**src/rtl/shift_r_arb_seq_if.sv**
```systemverilog
// Bundle for the two requester ports and the result port of shift_r_arb_seq.
// WIDTH must match the WIDTH of the shift_r_arb_seq instance it connects to.
interface shift_r_arb_seq_if #(
    parameter int WIDTH = 8
);
    logic             req0_valid;
    logic             req0_ready;
    logic [WIDTH-1:0] req0_a;
    logic [WIDTH-1:0] req0_b;
    logic             req1_valid;
    logic             req1_ready;
    logic [WIDTH-1:0] req1_a;
    logic [WIDTH-1:0] req1_b;
    logic             out_valid;
    logic             out_ready;
    logic [WIDTH-1:0] out_y;
    logic             out_id;

    // Requester/consumer side.
    modport master (
        output req0_valid, req0_a, req0_b,
        input  req0_ready,
        output req1_valid, req1_a, req1_b,
        input  req1_ready,
        input  out_valid, out_y, out_id,
        output out_ready
    );

    // Shift engine side.
    modport slave (
        input  req0_valid, req0_a, req0_b,
        output req0_ready,
        input  req1_valid, req1_a, req1_b,
        output req1_ready,
        output out_valid, out_y, out_id,
        input  out_ready
    );
endinterface

```
**src/rtl/shift_r_arb_seq.sv**
```systemverilog
// Two-requester round-robin arbiter in front of a multi-cycle arithmetic
// right shifter. One log-stage (shift by 2^k) is resolved per SHIFT cycle,
// so an operation takes SHIFT_WIDTH cycles regardless of the amount.
module shift_r_arb_seq #(
    parameter int WIDTH       = 8,
    parameter int SHIFT_WIDTH = 3
) (
    input  logic              clk,
    input  logic              rst,
    shift_r_arb_seq_if.slave  bus
);
    localparam int KW = (SHIFT_WIDTH > 1) ? $clog2(SHIFT_WIDTH) : 1;

    typedef enum logic [1:0] {IDLE, SHIFT, DONE} state_t;

    state_t                 state_q, state_d;
    logic [WIDTH-1:0]       acc_q, acc_d;
    logic [SHIFT_WIDTH-1:0] amt_q, amt_d;
    logic [KW-1:0]          k_q, k_d;
    logic                   id_q, id_d;
    logic                   rr_q, rr_d;

    logic                   gnt_any;
    logic                   gnt_id;
    logic [WIDTH-1:0]       stage_y;

    // Grant: a lone requester wins outright, a tie goes to rr_q.
    always_comb begin
        gnt_any = (state_q == IDLE) && !rst && (bus.req0_valid || bus.req1_valid);
        if (bus.req0_valid && bus.req1_valid)
            gnt_id = rr_q;
        else
            gnt_id = bus.req1_valid;
    end

    assign bus.req0_ready = gnt_any && !gnt_id;
    assign bus.req1_ready = gnt_any && gnt_id;

    // The single reused stage: sign-filled shift of acc by 2^k.
    always_comb begin
        stage_y = acc_q;
        for (int i = 0; i < SHIFT_WIDTH; i++) begin
            if (k_q == KW'(i))
                stage_y = $signed(acc_q) >>> (2 ** i);
        end
    end

    // Next-state and datapath updates.
    always_comb begin
        state_d = state_q;
        acc_d   = acc_q;
        amt_d   = amt_q;
        k_d     = k_q;
        id_d    = id_q;
        rr_d    = rr_q;
        case (state_q)
            IDLE: begin
                if (gnt_any) begin
                    acc_d   = gnt_id ? bus.req1_a : bus.req0_a;
                    amt_d   = gnt_id ? bus.req1_b[SHIFT_WIDTH-1:0]
                                     : bus.req0_b[SHIFT_WIDTH-1:0];
                    id_d    = gnt_id;
                    k_d     = '0;
                    rr_d    = ~gnt_id;
                    state_d = SHIFT;
                end
            end
            SHIFT: begin
                if (amt_q[k_q])
                    acc_d = stage_y;
                k_d = k_q + KW'(1);
                if (k_q == KW'(SHIFT_WIDTH - 1))
                    state_d = DONE;
            end
            DONE: begin
                // No grant here: IDLE must be visited before the next accept.
                if (bus.out_ready)
                    state_d = IDLE;
            end
            default: state_d = IDLE;
        endcase
    end

    // State registers; reset drops any in-flight or pending result.
    always_ff @(posedge clk) begin
        if (rst) begin
            state_q <= IDLE;
            acc_q   <= '0;
            amt_q   <= '0;
            k_q     <= '0;
            id_q    <= 1'b0;
            rr_q    <= 1'b0;
        end else begin
            state_q <= state_d;
            acc_q   <= acc_d;
            amt_q   <= amt_d;
            k_q     <= k_d;
            id_q    <= id_d;
            rr_q    <= rr_d;
        end
    end

    // acc stays frozen in DONE, so out_y/out_id hold under backpressure.
    assign bus.out_valid = (state_q == DONE);
    assign bus.out_y     = acc_q;
    assign bus.out_id    = id_q;

endmodule

```
**src/flat_wrapper.sv**
```systemverilog
// flat-port wrapper written by rule: the top's interface ports become plain ports
module shift_r_arb_seq_flat 
#(
    parameter int WIDTH       = 8,
    parameter int SHIFT_WIDTH = 3
)
  (clk, rst, bus_req0_valid, bus_req0_a, bus_req0_b, bus_req0_ready, bus_req1_valid, bus_req1_a, bus_req1_b, bus_req1_ready, bus_out_valid, bus_out_y, bus_out_id, bus_out_ready);
  shift_r_arb_seq_if #(.WIDTH(WIDTH)) bus_i ();
  input  logic clk;
  input  logic rst;
  input wire logic [$bits(bus_i.req0_valid)-1:0] bus_req0_valid;
  input wire logic [$bits(bus_i.req0_a)-1:0] bus_req0_a;
  input wire logic [$bits(bus_i.req0_b)-1:0] bus_req0_b;
  output wire logic [$bits(bus_i.req0_ready)-1:0] bus_req0_ready;
  input wire logic [$bits(bus_i.req1_valid)-1:0] bus_req1_valid;
  input wire logic [$bits(bus_i.req1_a)-1:0] bus_req1_a;
  input wire logic [$bits(bus_i.req1_b)-1:0] bus_req1_b;
  output wire logic [$bits(bus_i.req1_ready)-1:0] bus_req1_ready;
  output wire logic [$bits(bus_i.out_valid)-1:0] bus_out_valid;
  output wire logic [$bits(bus_i.out_y)-1:0] bus_out_y;
  output wire logic [$bits(bus_i.out_id)-1:0] bus_out_id;
  input wire logic [$bits(bus_i.out_ready)-1:0] bus_out_ready;
  assign bus_i.req0_valid = bus_req0_valid;
  assign bus_i.req0_a = bus_req0_a;
  assign bus_i.req0_b = bus_req0_b;
  assign bus_req0_ready = bus_i.req0_ready;
  assign bus_i.req1_valid = bus_req1_valid;
  assign bus_i.req1_a = bus_req1_a;
  assign bus_i.req1_b = bus_req1_b;
  assign bus_req1_ready = bus_i.req1_ready;
  assign bus_out_valid = bus_i.out_valid;
  assign bus_out_y = bus_i.out_y;
  assign bus_out_id = bus_i.out_id;
  assign bus_i.out_ready = bus_out_ready;
  shift_r_arb_seq #(.WIDTH(WIDTH), .SHIFT_WIDTH(SHIFT_WIDTH)) u_core (.clk(clk), .rst(rst), .bus(bus_i));
endmodule
```
**config.mk**
```make
export PLATFORM = sky130hd
export DESIGN_NAME = shift_r_arb_seq_flat
export DESIGN_NICKNAME = d
export VERILOG_FILES = /design/src/rtl/shift_r_arb_seq_if.sv /design/src/rtl/shift_r_arb_seq.sv /design/src/flat_wrapper.sv
export SDC_FILE = /design/constraint.sdc
export NUM_CORES = 1
export LEC_CHECK = 0
export BUFFER_PORTS_ARGS = -buffer_cell sky130_fd_sc_hd__buf_4
export CAP_MARGIN = 20
export CORE_UTILIZATION = 45
export DETAILED_ROUTE_END_ITERATION = 10
export HOLD_SLACK_MARGIN = 0.02
export PLACE_DENSITY = 0.82
export SLEW_MARGIN = 30
export SYNTH_ARGS = -nofsm -noshare
export SYNTH_HDL_FRONTEND = slang
export SYNTH_SLANG_ARGS = --single-unit
```
**constraint.sdc**
```tcl
create_clock -name clk -period 3.75 [get_ports clk]
set_input_delay 0.375 -clock clk [delete_from_list [all_inputs] [get_ports clk]]
set_output_delay 0.375 -clock clk [all_outputs]
set_load 0.05 [all_outputs]
```
Yosys cells after proc, flatten, opt, wreduce, memory -nomap -nowiden
Cells that the tools add are included.
W data, S select, Z words.
{"block": "totals", "register_bits": 17, "latch_bits": 0, "ram_bits": 0, "mem_bits_ro": 0, "in_bits": 37, "out_inout_bits": 12, "elab_cells": 53, "mem_count": 0}
{"block": "op_classes", "n_addsub": 1, "n_mul": 0, "div": 0, "order_cmp": 1, "n_eq_ne": 9, "shifts": 0, "muxes": 17, "bitwise": 2, "reduce_logical": 16}
{"op": "$mux W8", "n": 5}
{"op": "$pmux W8 S2", "n": 1}
{"op": "$mux W2", "n": 4}
{"op": "$ne A2 B1 Y1 const B", "n": 4}
{"op": "$mux W7", "n": 1}
{"op": "$pmux W2 S3", "n": 1}
{"op": "$reduce_and A3 Y1", "n": 2}
{"op": "$logic_and A1 B1 Y1", "n": 5}
{"op": "$eq A2 B1 Y1 const B", "n": 2}
{"op": "$eq A2 B2 Y1 const B", "n": 2}
{"op": "$logic_not A2 Y1", "n": 2}
{"op": "$ne A4 B1 Y1 const B", "n": 1}
{"op": "$pmux W2 S2", "n": 1}
{"op": "$reduce_and A2 Y1", "n": 2}
{"op": "$reduce_and A4 Y1", "n": 1}
{"op": "$lt A2 B3 Y1 const B", "n": 1}
{"op": "$mux W3", "n": 1}
{"op": "$add A2 B1 Y2 const B", "n": 1}
{"op": "$bmux W1 S2", "n": 1}
{"op": "$logic_not A1 Y1", "n": 2}
{"op": "$mux W1", "n": 2}
{"op": "$not A1 Y1", "n": 2}
{"op": "$reduce_bool A2 Y1", "n": 1}
{"op": "$logic_or A1 B1 Y1", "n": 1}

Depth between registers and ports, before layout
{"block": "depth", "word_depth": 6, "depth_mapped": 7, "mapped_depth_nobuf": 6}

Least setup slack after synthesis
No wires, ideal clock.
{"block": "synth_path", "path_type": "in2out", "start": "input bus_req0_valid", "end": "output bus_req1_ready", "arrival_ns": 1.908, "required_time_ns": 3.375, "slack_ns": 1.467, "stages": 4, "n_path_buf": 1, "path_cell_list": "nand2b_1 clkbuf_1 nand2_1 nor3_1"}
{"block": "synth_between", "elab_chain_len": 3, "word_cells_on_any_way": 5, "cone_classes": "mux: 1; reduce/logical: 4"}
{"element": "start: declaration", "line_no": "flat_wrapper.sv:11", "rtl": "input wire logic [$bits(bus_i.req0_valid)-1:0] bus_req0_valid;"}
{"element": "$logic_and A1 B1 Y1 or $logic_or A1 B1 Y1 (tied branches)", "line_no": "shift_r_arb_seq.sv:30, shift_r_arb_seq.sv:29"}
{"element": "$mux W1 or $logic_and A1 B1 Y1 (tied branches)", "line_no": "shift_r_arb_seq.sv:30, shift_r_arb_seq.sv:29"}
{"element": "$logic_and A1 B1 Y1 (*)", "line_no": "shift_r_arb_seq.sv:37", "rtl": "assign bus.req1_ready = gnt_any && gnt_id;"}
{"element": "end: declaration", "line_no": "flat_wrapper.sv:18", "rtl": "output wire logic [$bits(bus_i.req1_ready)-1:0] bus_req1_ready;"}
Mark *: on every way between the ends. The rest lies on a longest branch, timed or not.

Final worst setup path
{"block": "layout_path", "start": "register u_core.state_q[1]", "end": "output bus_req0_ready"}
{"block": "layout_between", "elab_chain_len": 4}
{"element": "start: declaration", "line_no": "shift_r_arb_seq.sv:16", "rtl": "state_t state_q, state_d;"}
{"element": "start signal: assignment", "line_no": "shift_r_arb_seq.sv:94", "rtl": "state_q <= state_d;"}
{"element": "$logic_not A2 Y1", "line_no": "shift_r_arb_seq.sv:29", "rtl": "gnt_any = (state_q == IDLE) && !rst && (bus.req0_valid || bus.req1_valid);"}
{"element": "$logic_and A1 B1 Y1 (2 in series)", "line_no": "shift_r_arb_seq.sv:29"}
{"element": "$logic_and A1 B1 Y1", "line_no": "shift_r_arb_seq.sv:36", "rtl": "assign bus.req0_ready = gnt_any && !gnt_id;"}
{"element": "end: declaration", "line_no": "flat_wrapper.sv:14", "rtl": "output wire logic [$bits(bus_i.req0_ready)-1:0] bus_req0_ready;"}
Every way passes these cells.

==> impl_metrics.py <==
metrics = {
    "synth": {
        "synth_area_leaders": "dfxtp_1, mux2i_1, a311oi_1",
        "seq_area_frac_synth": 0.3080,
        "async_reset_ff_frac": 0,
        "synth-seq-cells": 17,
        "synth_largest_area_cell": "dfxtp_1",
        "syn_nets": 178,
        "synth.top_cell.area_share": 0.3080,
        "ys_warn_count": 0,
        "syn_area_mm2": 0.001105,
        "synthCells": 138,
        "postSynthAreaPerCell_um2": 8.006,
        "synth_flop_cell": "dfxtp_1",
        "synth_edf_count": 0,
        "synthDistinctLibCells": 34,
    },
    "critical_path": {
        "r2r_setup_slack_ps": 1740,
        "path_max_fanout": 12,
        "crit_type": "register to primary output",
        "arrival_ps": 1930,
        "r2r_cells": 5,
        "end_kind": "primary output",
        "crit_required_ps": 3380,
        "startpoint_type": "register",
    },
    "clocking": {
        "clk_latency_ps": 300,
        "postCtsSetupBuffers": 0,
        "htree_levels": 1,
        "cts_tree": "yes",
        "cts_made_buffers": 3,
        "holdBufCountCts": 0,
        "cts_buffer_depth": 2,
        "cts_root_buffer": "clkbuf_4",
        "clock-sinks": 17,
        "clkSlewWorstSetupHoldPaths_ps": 100,
        "cts_resized": 0,
    },
    "grt": {
        "grt_pass1_wl_um": 4816,
        "grt_overflow": 0,
        "antenna_found_initial": 0,
        "grt_use_total": 0.2435,
        "grt_max_degree": 21,
        "grt_pass1_vias": 1052,
    },
    "drt": {
        "initialDrtViolationCount": 60,
        "vias_per_cell": 6.005,
        "wire_per_inst_um": 14.98,
        "wirelength_um": 2937,
        "firstDrtPassIters": 6,
        "final_antenna_net_count": 0,
        "drc": 0,
        "vias": 1177,
    },
    "layout": {
        "nets": 209,
        "drive_gt1_frac": 0.2500,
        "antenna_cells": 0,
        "fin_cells": 196,
        "seqCellArea_um2": 340.3,
        "final_common_cell": "buf_4",
        "final_cell_mix": "buf_4, dfxtp_1, nand2_1",
        "areaGrowthSynthToFinish_pct": 26.16,
        "nFillCells": 212,
        "multiInputGateArea_um2": 688.2,
    },
    "timing": {
        "finalSetupViolCount": 0,
        "timing.fmax_mhz": 433.0,
        "finalMaxSlewViolations": 0,
        "rsz0062_at_grt": "no",
        "hold_viol": 0,
        "tightest_slew_ps": 835.5,
        "post-route-min-period_ps": 2310,
        "fin_crit_sh": 0.6159,
        "fin_skew_ps": 0.6926,
        "timing.slew.headroom": 0.4419,
        "setup_tns_ps": 0,
    },
    "floorplan": {
        "fp.dieH_um": 51.55,
        "die_w_um": 51.55,
        "coreArea_mm2": 0.002255,
        "rows": 17,
        "ios": 49,
        "design.die.area_mm2": 0.002657,
        "start_util": 0.4900,
    },
    "run_status": {
        "status": "completed",
    },
    "hold_path": {
        "whs_path_depth": 3,
        "hp-class": "input port to register",
    },
    "placed_design": {
        "hpwlAfterDp_um": 2169,
        "gp_congestion": 0.8621,
        "portBuffers": 38,
        "dp_cells": 192,
    },
    "flow_run": {
        "drv_cap": 0,
    },
    "power_and_ir_drop": {
        "power_density_mw_per_mm2": 374.3,
        "leakagePower_nw": 0.6030,
        "ir_drop_mv": 0.2600,
    },
}
-- stage by stage --
stage,setup WS [ps],hold slack (ps),instance area [um2],total power [mW],utilization
finish,1440,333.7,1394,0.5218,0.6182
global route,1296,337.8,1394,0.5498,0.6182
CTS,1445,341.6,1394,0.5198,0.6182
detailed placement,1665,451.8,1368,0.4193,0.6065
global placement,1709,450.2,1368,0.4126,0.6065
floorplan,1467,447.1,1105,0.3596,-
-- layer usage --
metal / share of wire / track usage
met5: 0 / 0
met4: 0.010 / 0.07658
met3: 0.061 / 0.06725
met2: 0.49 / 0.3918
met1: 0.44 / 0.3141
-- layout make-up --
cell class	count	area share
repair buffers	38	0.2047
multi-input cells	104	0.4937
flip-flops and latches	17	0.2442
inverters	5	0.01346
clock buffers	4	0.01885
well taps	28	0.02513
-- state kept, by name (all words and copies together) (netlist names) --
name	flops
u_core.bus.out_y	8
u_core.amt_q	3
u_core.k_q	2
u_core.state_q	2
u_core.bus.out_id	1
u_core.rr_q	1
-- power by group --
group	internal, mW	total [mW]	leakage, nW	switching [mW]
clock network	0.0416	0.105	0.0150	0.0634
registers	0.200	0.220	0.140	0.0201
logic	0.0775	0.197	0.448	0.119
total	0.319	0.522	0.603	0.203
-- kinds of logic (layout without fill, tap and decap cells) --
group | after synthesis | after routing | synth area share
DFF | 17 | 17 | 0.3080
buffers and inverters | 17 | 47 | 0.06909
adders and majority gates | 3 | 3 | 0.03398
AOI/OAI and AO/OA | 37 | 37 | 0.2571
and+or+nand+nor | 53 | 53 | 0.2322
muxes | 11 | 11 | 0.09966
-- worst max-delay path, cell delays in order (launching register included) --
cell and delay, ps:
dfxtp_1 360, or2_1 280, nor2_1 550, and3_1 240
buf_4 190
-- cell usage after synthesis, drive strengths merged, types with 4 or more instances --
cell type	n
nand3	8
dfxtp	17
nor3	5
buf	5
nand2	16
a21oi	5
and3	5
a21boi	4
mux2i	11
nor2	10
clkbuf	7
a311oi	8
o311ai	5
inv	5
-- worst paths after layout --
| check | startpoint | endpoint |
|---|---|---|
| max | u_core.state_q[1] | bus_req0_ready |
| min | bus_req0_b[1] | u_core.amt_q[1] |
| max reg2reg | u_core.k_q[0] | u_core.bus.out_y[0] |
| min reg2reg | u_core.bus.out_id | u_core.bus.out_id |
No activity file was read; power rests on OpenSTA's default activity.
